===== config.mk =====
export PLATFORM = sky130hd
export DESIGN_NAME = mem_stage_ctrl
export DESIGN_NICKNAME = d
export VERILOG_FILES = /design/src/rtl/mips_pkg.sv /design/src/rtl/mem_wb_reg.sv /design/src/rtl/mem_stage_ctrl.sv
export SDC_FILE = /design/constraint.sdc
export NUM_CORES = 1
export LEC_CHECK = 0
export CORE_AREA = 2 2 152 154
export CTS_CLUSTER_DIAMETER = 120
export DETAILED_ROUTE_END_ITERATION = 10
export DIE_AREA = 0 0 154 156
export PLACE_DENSITY = 0.65
export SYNTH_ARGS = -nofsm -noshare
export SYNTH_HDL_FRONTEND = slang
export SYNTH_SLANG_ARGS = --single-unit

===== constraint.sdc =====
create_clock -name clk -period 5.8 [get_ports clk]
set_input_delay 1.74 -clock clk [delete_from_list [all_inputs] [get_ports clk]]
set_output_delay 1.74 -clock clk [all_outputs]
set_load 0.1 [all_outputs]

===== src/rtl/mips_pkg.sv =====
// Shared MIPS pipeline definitions: opcodes, MEM-stage FSM states,
// and the word-alignment mask.
package mips_pkg;

   localparam logic [5:0] OP_BEQ = 6'h04;
   localparam logic [5:0] OP_BNE = 6'h05;
   localparam logic [5:0] OP_LW  = 6'h23;
   localparam logic [5:0] OP_SW  = 6'h2B;

   localparam logic [1:0] ALIGN_MASK = 2'b11;

   typedef enum logic {
      ST_IDLE = 1'b0,
      ST_WAIT = 1'b1
   } state_t;

endpackage


===== src/rtl/mem_wb_reg.sv =====
// MEM/WB pipeline boundary. A bubble clears the write-back controls
// but keeps the data fields so write-back never sees spurious values.
module mem_wb_reg
   import mips_pkg::*;
(
   input  logic        clk,
   input  logic        rst,
   input  logic        bubble,
   input  logic        ld_rdata,
   input  logic        reg_write,
   input  logic        mem_to_reg,
   input  logic [31:0] read_data,
   input  logic [31:0] alu_out,
   input  logic [4:0]  rd,
   output logic        wb_RegWrite,
   output logic        wb_MemtoReg,
   output logic [31:0] wb_read_data,
   output logic [31:0] wb_alu_out,
   output logic [4:0]  wb_rd
);

   always_ff @(posedge clk or posedge rst) begin
      if (rst) begin
         wb_RegWrite  <= 1'b0;
         wb_MemtoReg  <= 1'b0;
         wb_read_data <= '0;
         wb_alu_out   <= '0;
         wb_rd        <= '0;
      end else if (bubble) begin
         wb_RegWrite  <= 1'b0;
         wb_MemtoReg  <= 1'b0;
      end else begin
         wb_RegWrite  <= reg_write;
         wb_MemtoReg  <= mem_to_reg;
         wb_alu_out   <= alu_out;
         wb_rd        <= rd;
         if (ld_rdata)
            wb_read_data <= read_data;
      end
   end

endmodule


===== src/rtl/mem_stage_ctrl.sv =====
// MEM stage: branch/jump redirect, handshaked data-memory access with
// timeout, upstream stall generation and MEM/WB register update.
module mem_stage_ctrl
   import mips_pkg::*;
#(
   parameter int TIMEOUT_CYCLES = 255,
   parameter int TO_W           = 8
) (
   input  logic        clk,
   input  logic        rst,
   input  logic        in_RegWrite,
   input  logic        in_Branch,
   input  logic        in_MemtoReg,
   input  logic        in_MemRead,
   input  logic        in_MemWrite,
   input  logic        in_Jump,
   input  logic [5:0]  in_opcode,
   input  logic        in_zero,
   input  logic [31:0] in_pc_plus4,
   input  logic [31:0] in_branch_target,
   input  logic [31:0] in_jump_addr,
   input  logic [31:0] in_alu_out,
   input  logic [31:0] in_rd2,
   input  logic [4:0]  in_mux,
   output logic        stall_o,
   output logic        redirect_o,
   output logic [31:0] redirect_pc,
   output logic        flush_o,
   output logic        dmem_req,
   output logic        dmem_we,
   output logic [31:0] dmem_addr,
   output logic [31:0] dmem_wdata,
   input  logic [31:0] dmem_rdata,
   input  logic        dmem_ack,
   output logic        mem_fault,
   output logic        wb_RegWrite,
   output logic        wb_MemtoReg,
   output logic [31:0] wb_read_data,
   output logic [31:0] wb_alu_out,
   output logic [4:0]  wb_rd
);

   state_t          state, state_nxt;
   logic [TO_W-1:0] cnt;

   logic mem_op, misaligned, illegal, legal_op;
   logic in_idle, in_wait, timeout, fault_now, take_br;
   logic wb_bubble, wb_ld_rdata, wb_rw, wb_mtr;

   // Carried down the pipe for later stages; not needed here.
   logic unused_ok;
   assign unused_ok = ^{in_pc_plus4, in_MemtoReg};

   assign in_idle    = (state == ST_IDLE);
   assign in_wait    = (state == ST_WAIT);
   assign mem_op     = in_MemRead | in_MemWrite;
   assign misaligned = mem_op & ((in_alu_out[1:0] & ALIGN_MASK) != 2'b00);
   assign illegal    = mem_op & (misaligned | (in_MemRead & in_MemWrite));
   assign legal_op   = mem_op & ~illegal;
   assign timeout    = in_wait & (cnt == TO_W'(TIMEOUT_CYCLES - 1));
   assign fault_now  = (in_idle & illegal) | (timeout & ~dmem_ack);

   assign stall_o = (in_idle & legal_op)
                  | (in_wait & ~dmem_ack & ~timeout);

   assign take_br = in_Branch
                  & (((in_opcode == OP_BEQ) & in_zero)
                  |  ((in_opcode == OP_BNE) & ~in_zero));

   assign redirect_o  = ~stall_o & (take_br | in_Jump);
   assign redirect_pc = in_Jump ? in_jump_addr : in_branch_target;
   assign flush_o     = redirect_o;

   always_comb begin
      state_nxt   = state;
      wb_bubble   = 1'b1;
      wb_ld_rdata = 1'b0;
      wb_rw       = 1'b0;
      wb_mtr      = 1'b0;
      unique case (state)
         ST_IDLE: begin
            if (legal_op) begin
               state_nxt = ST_WAIT;
            end else if (!illegal) begin
               wb_bubble = 1'b0;
               wb_rw     = in_RegWrite;
            end
         end
         ST_WAIT: begin
            if (dmem_ack) begin
               state_nxt   = ST_IDLE;
               wb_bubble   = 1'b0;
               wb_ld_rdata = 1'b1;
               wb_rw       = in_RegWrite & in_MemRead;
               wb_mtr      = in_MemRead;
            end else if (timeout) begin
               state_nxt = ST_IDLE;
            end
         end
         default: state_nxt = ST_IDLE;
      endcase
   end

   always_ff @(posedge clk or posedge rst) begin
      if (rst)
         state <= ST_IDLE;
      else
         state <= state_nxt;
   end

   always_ff @(posedge clk or posedge rst) begin
      if (rst)
         cnt <= '0;
      else if (in_wait && !dmem_ack && !timeout)
         cnt <= cnt + 1'b1;
      else
         cnt <= '0;
   end

   // Request fields are launched once and held for the whole wait.
   always_ff @(posedge clk or posedge rst) begin
      if (rst) begin
         dmem_req   <= 1'b0;
         dmem_we    <= 1'b0;
         dmem_addr  <= '0;
         dmem_wdata <= '0;
         mem_fault  <= 1'b0;
      end else begin
         mem_fault <= fault_now;
         if (in_idle && legal_op) begin
            dmem_req   <= 1'b1;
            dmem_we    <= in_MemWrite;
            dmem_addr  <= in_alu_out;
            dmem_wdata <= in_rd2;
         end else if (in_wait && (dmem_ack || timeout)) begin
            dmem_req <= 1'b0;
            dmem_we  <= 1'b0;
         end
      end
   end

   mem_wb_reg u_mem_wb (
      .clk          (clk),
      .rst          (rst),
      .bubble       (wb_bubble),
      .ld_rdata     (wb_ld_rdata),
      .reg_write    (wb_rw),
      .mem_to_reg   (wb_mtr),
      .read_data    (dmem_rdata),
      .alu_out      (in_alu_out),
      .rd           (in_mux),
      .wb_RegWrite  (wb_RegWrite),
      .wb_MemtoReg  (wb_MemtoReg),
      .wb_read_data (wb_read_data),
      .wb_alu_out   (wb_alu_out),
      .wb_rd        (wb_rd)
   );

endmodule

Yosys cells after proc, flatten, opt, wreduce, memory -nomap -nowiden
Index checks and enable logic that the tools add are counted.
{ "word_totals": {"regBits": 147, "elab_cells": 77} }
{ "classes": {"addsub": 1, "n_eq_ne": 3, "muxes": 23, "n_bitwise": 28, "reduce_logical": 10} }
{ "op_table": {"columns": ["op", "count"], "rows": [
  ["$mux W32", 1],
  ["$mux W1", 18],
  ["$and A1 B1 Y1", 15],
  ["$eq A6 B3 Y1 const B", 2],
  ["$add A8 B1 Y8 const B", 1],
  ["$eq A8 B8 Y1 const B", 1],
  ["$mux W8", 1],
  ["$not A1 Y1", 7],
  ["$or A1 B1 Y1", 6],
  ["$pmux W1 S2", 3],
  ["$logic_and A1 B1 Y1", 4],
  ["$reduce_bool A2 Y1", 2],
  ["$logic_not A1 Y1", 2],
  ["$reduce_and A2 Y1", 1],
  ["$logic_or A1 B1 Y1", 1]
]} }

Depth between registers and ports, before layout
{ "logic_depth": {"ltp_word": 10, "depth_mapped": 8} }

By module
A second synthesis with hierarchy kept.
{ "hier_totals": {"cells_unflattened": 394, "area_unflattened_um2": 6264.8} }
{ "modules_own_cells": {"columns": ["mod", "instances", "cells_each", "area_each_um2", "seq_area_each_um2"], "rows": [
  ["mem_stage_ctrl", 1, 242, 3512.1, 1901.8],
  ["mem_wb_reg", 1, 152, 2752.6, 1776.7]
]} }

Least setup slack after synthesis
No wires, ideal clock.
{ "synth_path": {"kind": "input to output", "start": "input in_MemWrite", "end": "output redirect_o", "t_arrival_ns": 3.544, "required_ns": 4.060, "slack_ns": 0.516, "cell_stages": 7, "n_path_buf": 4, "path_cell_list": "xnor2_1 nand2b_1 clkbuf_2 buf_6 buf_6 o211a_1 buf_4"} }
{ "synth_between": {"elab_chain_len": 10, "elab_cells_between_ends": 11} }
{ "synth_lines": {"columns": ["item", "line_no", "source"], "rows": [
  ["from (decl)", "mem_stage_ctrl.sv:15", "input logic in_MemWrite,"],
  ["$or A1 B1 Y1", "mem_stage_ctrl.sv:56", "assign mem_op = in_MemRead | in_MemWrite;"],
  ["$and A1 B1 Y1", "mem_stage_ctrl.sv:57", "assign misaligned = mem_op & ((in_alu_out[1:0] & ALIGN_MASK) != 2'b00);"],
  ["$or A1 B1 Y1", "mem_stage_ctrl.sv:58", "assign illegal = mem_op & (misaligned | (in_MemRead & in_MemWrite));"],
  ["$and A1 B1 Y1", "mem_stage_ctrl.sv:58", null],
  ["$not A1 Y1", "mem_stage_ctrl.sv:59", "assign legal_op = mem_op & ~illegal;"],
  ["$and A1 B1 Y1 (*)", "mem_stage_ctrl.sv:59", null],
  ["$and A1 B1 Y1 (*)", "mem_stage_ctrl.sv:63", "assign stall_o = (in_idle & legal_op)"],
  ["$or A1 B1 Y1 (*)", "mem_stage_ctrl.sv:64", "| (in_wait & ~dmem_ack & ~timeout);"],
  ["$not A1 Y1 (*)", "mem_stage_ctrl.sv:70", "assign redirect_o = ~stall_o & (take_br | in_Jump);"],
  ["$and A1 B1 Y1 (*)", "mem_stage_ctrl.sv:70", null],
  ["to (decl)", "mem_stage_ctrl.sv:26", "output logic redirect_o,"]
]} }
Mark *: on every way between the ends. The rest lies on a longest branch, timed or not.

Final worst setup path
{ "layout_path": {"start": "input dmem_ack", "end": "output redirect_o"} }
{ "layout_between": {"elab_chain_len": 6} }
{ "layout_lines": {"columns": ["item", "line_no", "source"], "rows": [
  ["from (decl)", "mem_stage_ctrl.sv:34", "input logic dmem_ack,"],
  ["$not A1 Y1", "mem_stage_ctrl.sv:64", null],
  ["$and A1 B1 Y1 (2 in series)", "mem_stage_ctrl.sv:64", null],
  ["$or A1 B1 Y1", "mem_stage_ctrl.sv:64", null],
  ["$not A1 Y1", "mem_stage_ctrl.sv:70", null],
  ["$and A1 B1 Y1", "mem_stage_ctrl.sv:70", null]
]} }
Every way passes these cells.

==> metrics.cfg <==
[synthesis]
syn_area_per_cell_um2=15.6
synth_fp_nets=603
synthDistinctLibCells=35
ys.warnings.count=0
synthesis.area_um2=6060
syn_inst=388
synthArstFlopShare_pct=100
synth-seq-area-share_pct=60.7
ys_seq_elements=147
synth_edf_count=0
synth_flop_cell=dfrtp_1

[global_routing]
grt_max_degree=98
overflow=0
grt_pass1_vias=4909
grt_first_pass_wirelength_um=27400
antenna_found_initial=0
track_usage_pct=15.1

[routing]
wirelength_um=18300
ant_nets=0
first_pass_iters=4
num_vias=4514
avgViaCountPerCell=4.33
wire_per_inst_um=17.5
drc=0
drt_iter0_markers=142

[timing]
fin_crit_sh_pct=90.5
tns_ns=0
slew_violations=0
worst_pin_slew_ns=1.04
relSlewSlack_pct=30.7
setup_viol=0
rsz0062_at_grt=no
max_freq_mhz=191
finalHoldViolations=0
period_minus_slack_ns=5.25
clock_skew_ns=0.0145
whs_ns=0.497

[placement]
dp_hpwl_um=14100
routabilityCongestion=0.773
portBuffers=352

[die]
ios=386
die_x_um=154
start_util_pct=27.1
dieArea_um2=24000
die_h_um=156
num_rows=55
core_area_um2=22400

[power_and_ir_drop]
leakage_nw=4.53
p_per_area_nw_per_um2=544
worst_ir_drop_vdd_v=0.000209

[cts]
hold_buffers=0
clockBufferDepth=2
cts_setup_buffers=0
ctsResizeCount=0
clk_latency_ns=0.42
clock_sinks=147
root_buffer=clkbuf_16
cts_buffers=17
cts_tree=yes
clk_pin_slew_ns=0.07
htree_num_levels=4

[worst_setup_path]
start_kind=primary input
crit_required_ns=4.06
crit_buf_inv=2
endpoint_kind=output port
crit_slowest_cell=clkdlybuf4s50_1
crit_family=buffers and inverters
cpPeakStageDelay_ns=0.62
crit_chain=clkdlybuf4s50_1 -> nand2b_1 -> o21bai_1 -> o211a_1 -> buf_12
cp.arrival_ns=3.51
crit_fanout=11
critPathKind=primary input to output port

[layout]
area_delta_synth_final_pct=78.9
diodes=0
drive_gt1_share_pct=31.8
final_nets=960
mostFrequentLayoutCells=clkdlybuf4s50_1 (317), mux2_2 (149), dfrtp_1 (147)
final_common_cell=clkdlybuf4s50_1

[outcome]
status=finished, final reports clean

[hold_path]
hold_path.class=flip-flop to flip-flop

[flow_run]
drv_cap=0

==> sequential cells by signal, indices dropped and copies added, names as in the netlist, 5 cells and up <==
signal                 count
cnt                        8
dmem_addr                 32
dmem_wdata                32
u_mem_wb.wb_alu_out       32
u_mem_wb.wb_rd             5
u_mem_wb.wb_read_data     32
==> cell usage after synthesis, types with 2 or more instances <==
library cell,count,share of area [%]
mux2_2,149,28
clkbuf_1,5,0.31
ha_1,2,0.41
o21bai_1,2,0.25
nand2b_1,2,0.21
nand2_1,4,0.25
mux2_4,14,3.5
buf_6,2,0.37
a22oi_1,2,0.25
xnor2_1,3,0.43
nand3_1,4,0.33
o21ai_0,5,0.41
xor2_1,2,0.29
or3_1,4,0.41
inv_1,4,0.25
nor2_1,5,0.31
dfrtp_1,147,61
and2_1,2,0.21
nand4_1,2,0.21
a21oi_1,3,0.25
buf_2,8,0.66
buf_4,4,0.50
==> cells by family (layout without fill, tap and decap cells) <==
family                     after synthesis  in the layout  synth area share, %
DFF                                    147            147                 60.7
AOI/OAI and AO/OA                       17             17                 1.88
and+or+nand+nor                         29             29                 2.68
buffers and inverters                   25            395                 2.42
adders and majority gates                2              2                0.413
muxes                                  163            163                 31.2
xor gates and xnor gates                 5              5                0.723
==> power breakdown <==
part           total (mW)  internal [mW]  switching, mW
Sequential           1.43           1.29          0.133
Combinational        3.33          0.861           2.47
Clock                1.13          0.676          0.458
==> area by class of cell <==
type,count,area (um2)
clock inverters,12,143
repair buffers,359,3930
clock buffers,20,467
fillers,1985,11500
inverters,4,20.0
well taps,285,357
flip-flops and latches,147,3680
multi-input cells,216,2250
==> layer usage <==
metal / global-route usage, % / up-vias / share of wire (%)
li1: - / 2098 / -
met1: 16.0 / 2184 / 37
met2: 27.5 / 213 / 53
met3: 5.06 / 19 / 7.4
met4: 6.05 / 0 / 2.4
met5: 0 / - / 0
==> path summary, 6_finish.rpt <==
path	start	endpoint	slack (ns)	cells past startpoint
worst max-delay path	dmem_ack	redirect_o	0.55	5
worst min-delay path	dmem_addr[1]	dmem_addr[1]	0.50	1
worst max register to register	in_wait	u_mem_wb.wb_alu_out[1]	3.58	4
worst min register to register	dmem_addr[1]	dmem_addr[1]	0.50	1
max in group asynchronous	rst	u_mem_wb.wb_alu_out[3]	2.98	3
min in group asynchronous	rst	u_mem_wb.wb_read_data[17]	1.87	2
==> stage by stage <==
stage	std cells	area [um2]	setup slack (ns)	total power, mW	util, %
floorplan	388	6060	0.109	3.90	-
global placement	1011	10200	0.582	4.78	45.7
detailed placement	1011	10200	0.573	4.80	45.7
CTS	1043	10800	0.565	5.96	48.5
global route	1043	10800	0.473	6.09	48.5
finish	1043	10800	0.553	5.90	48.5
Note: power is estimated with default switching activity, not from simulation.
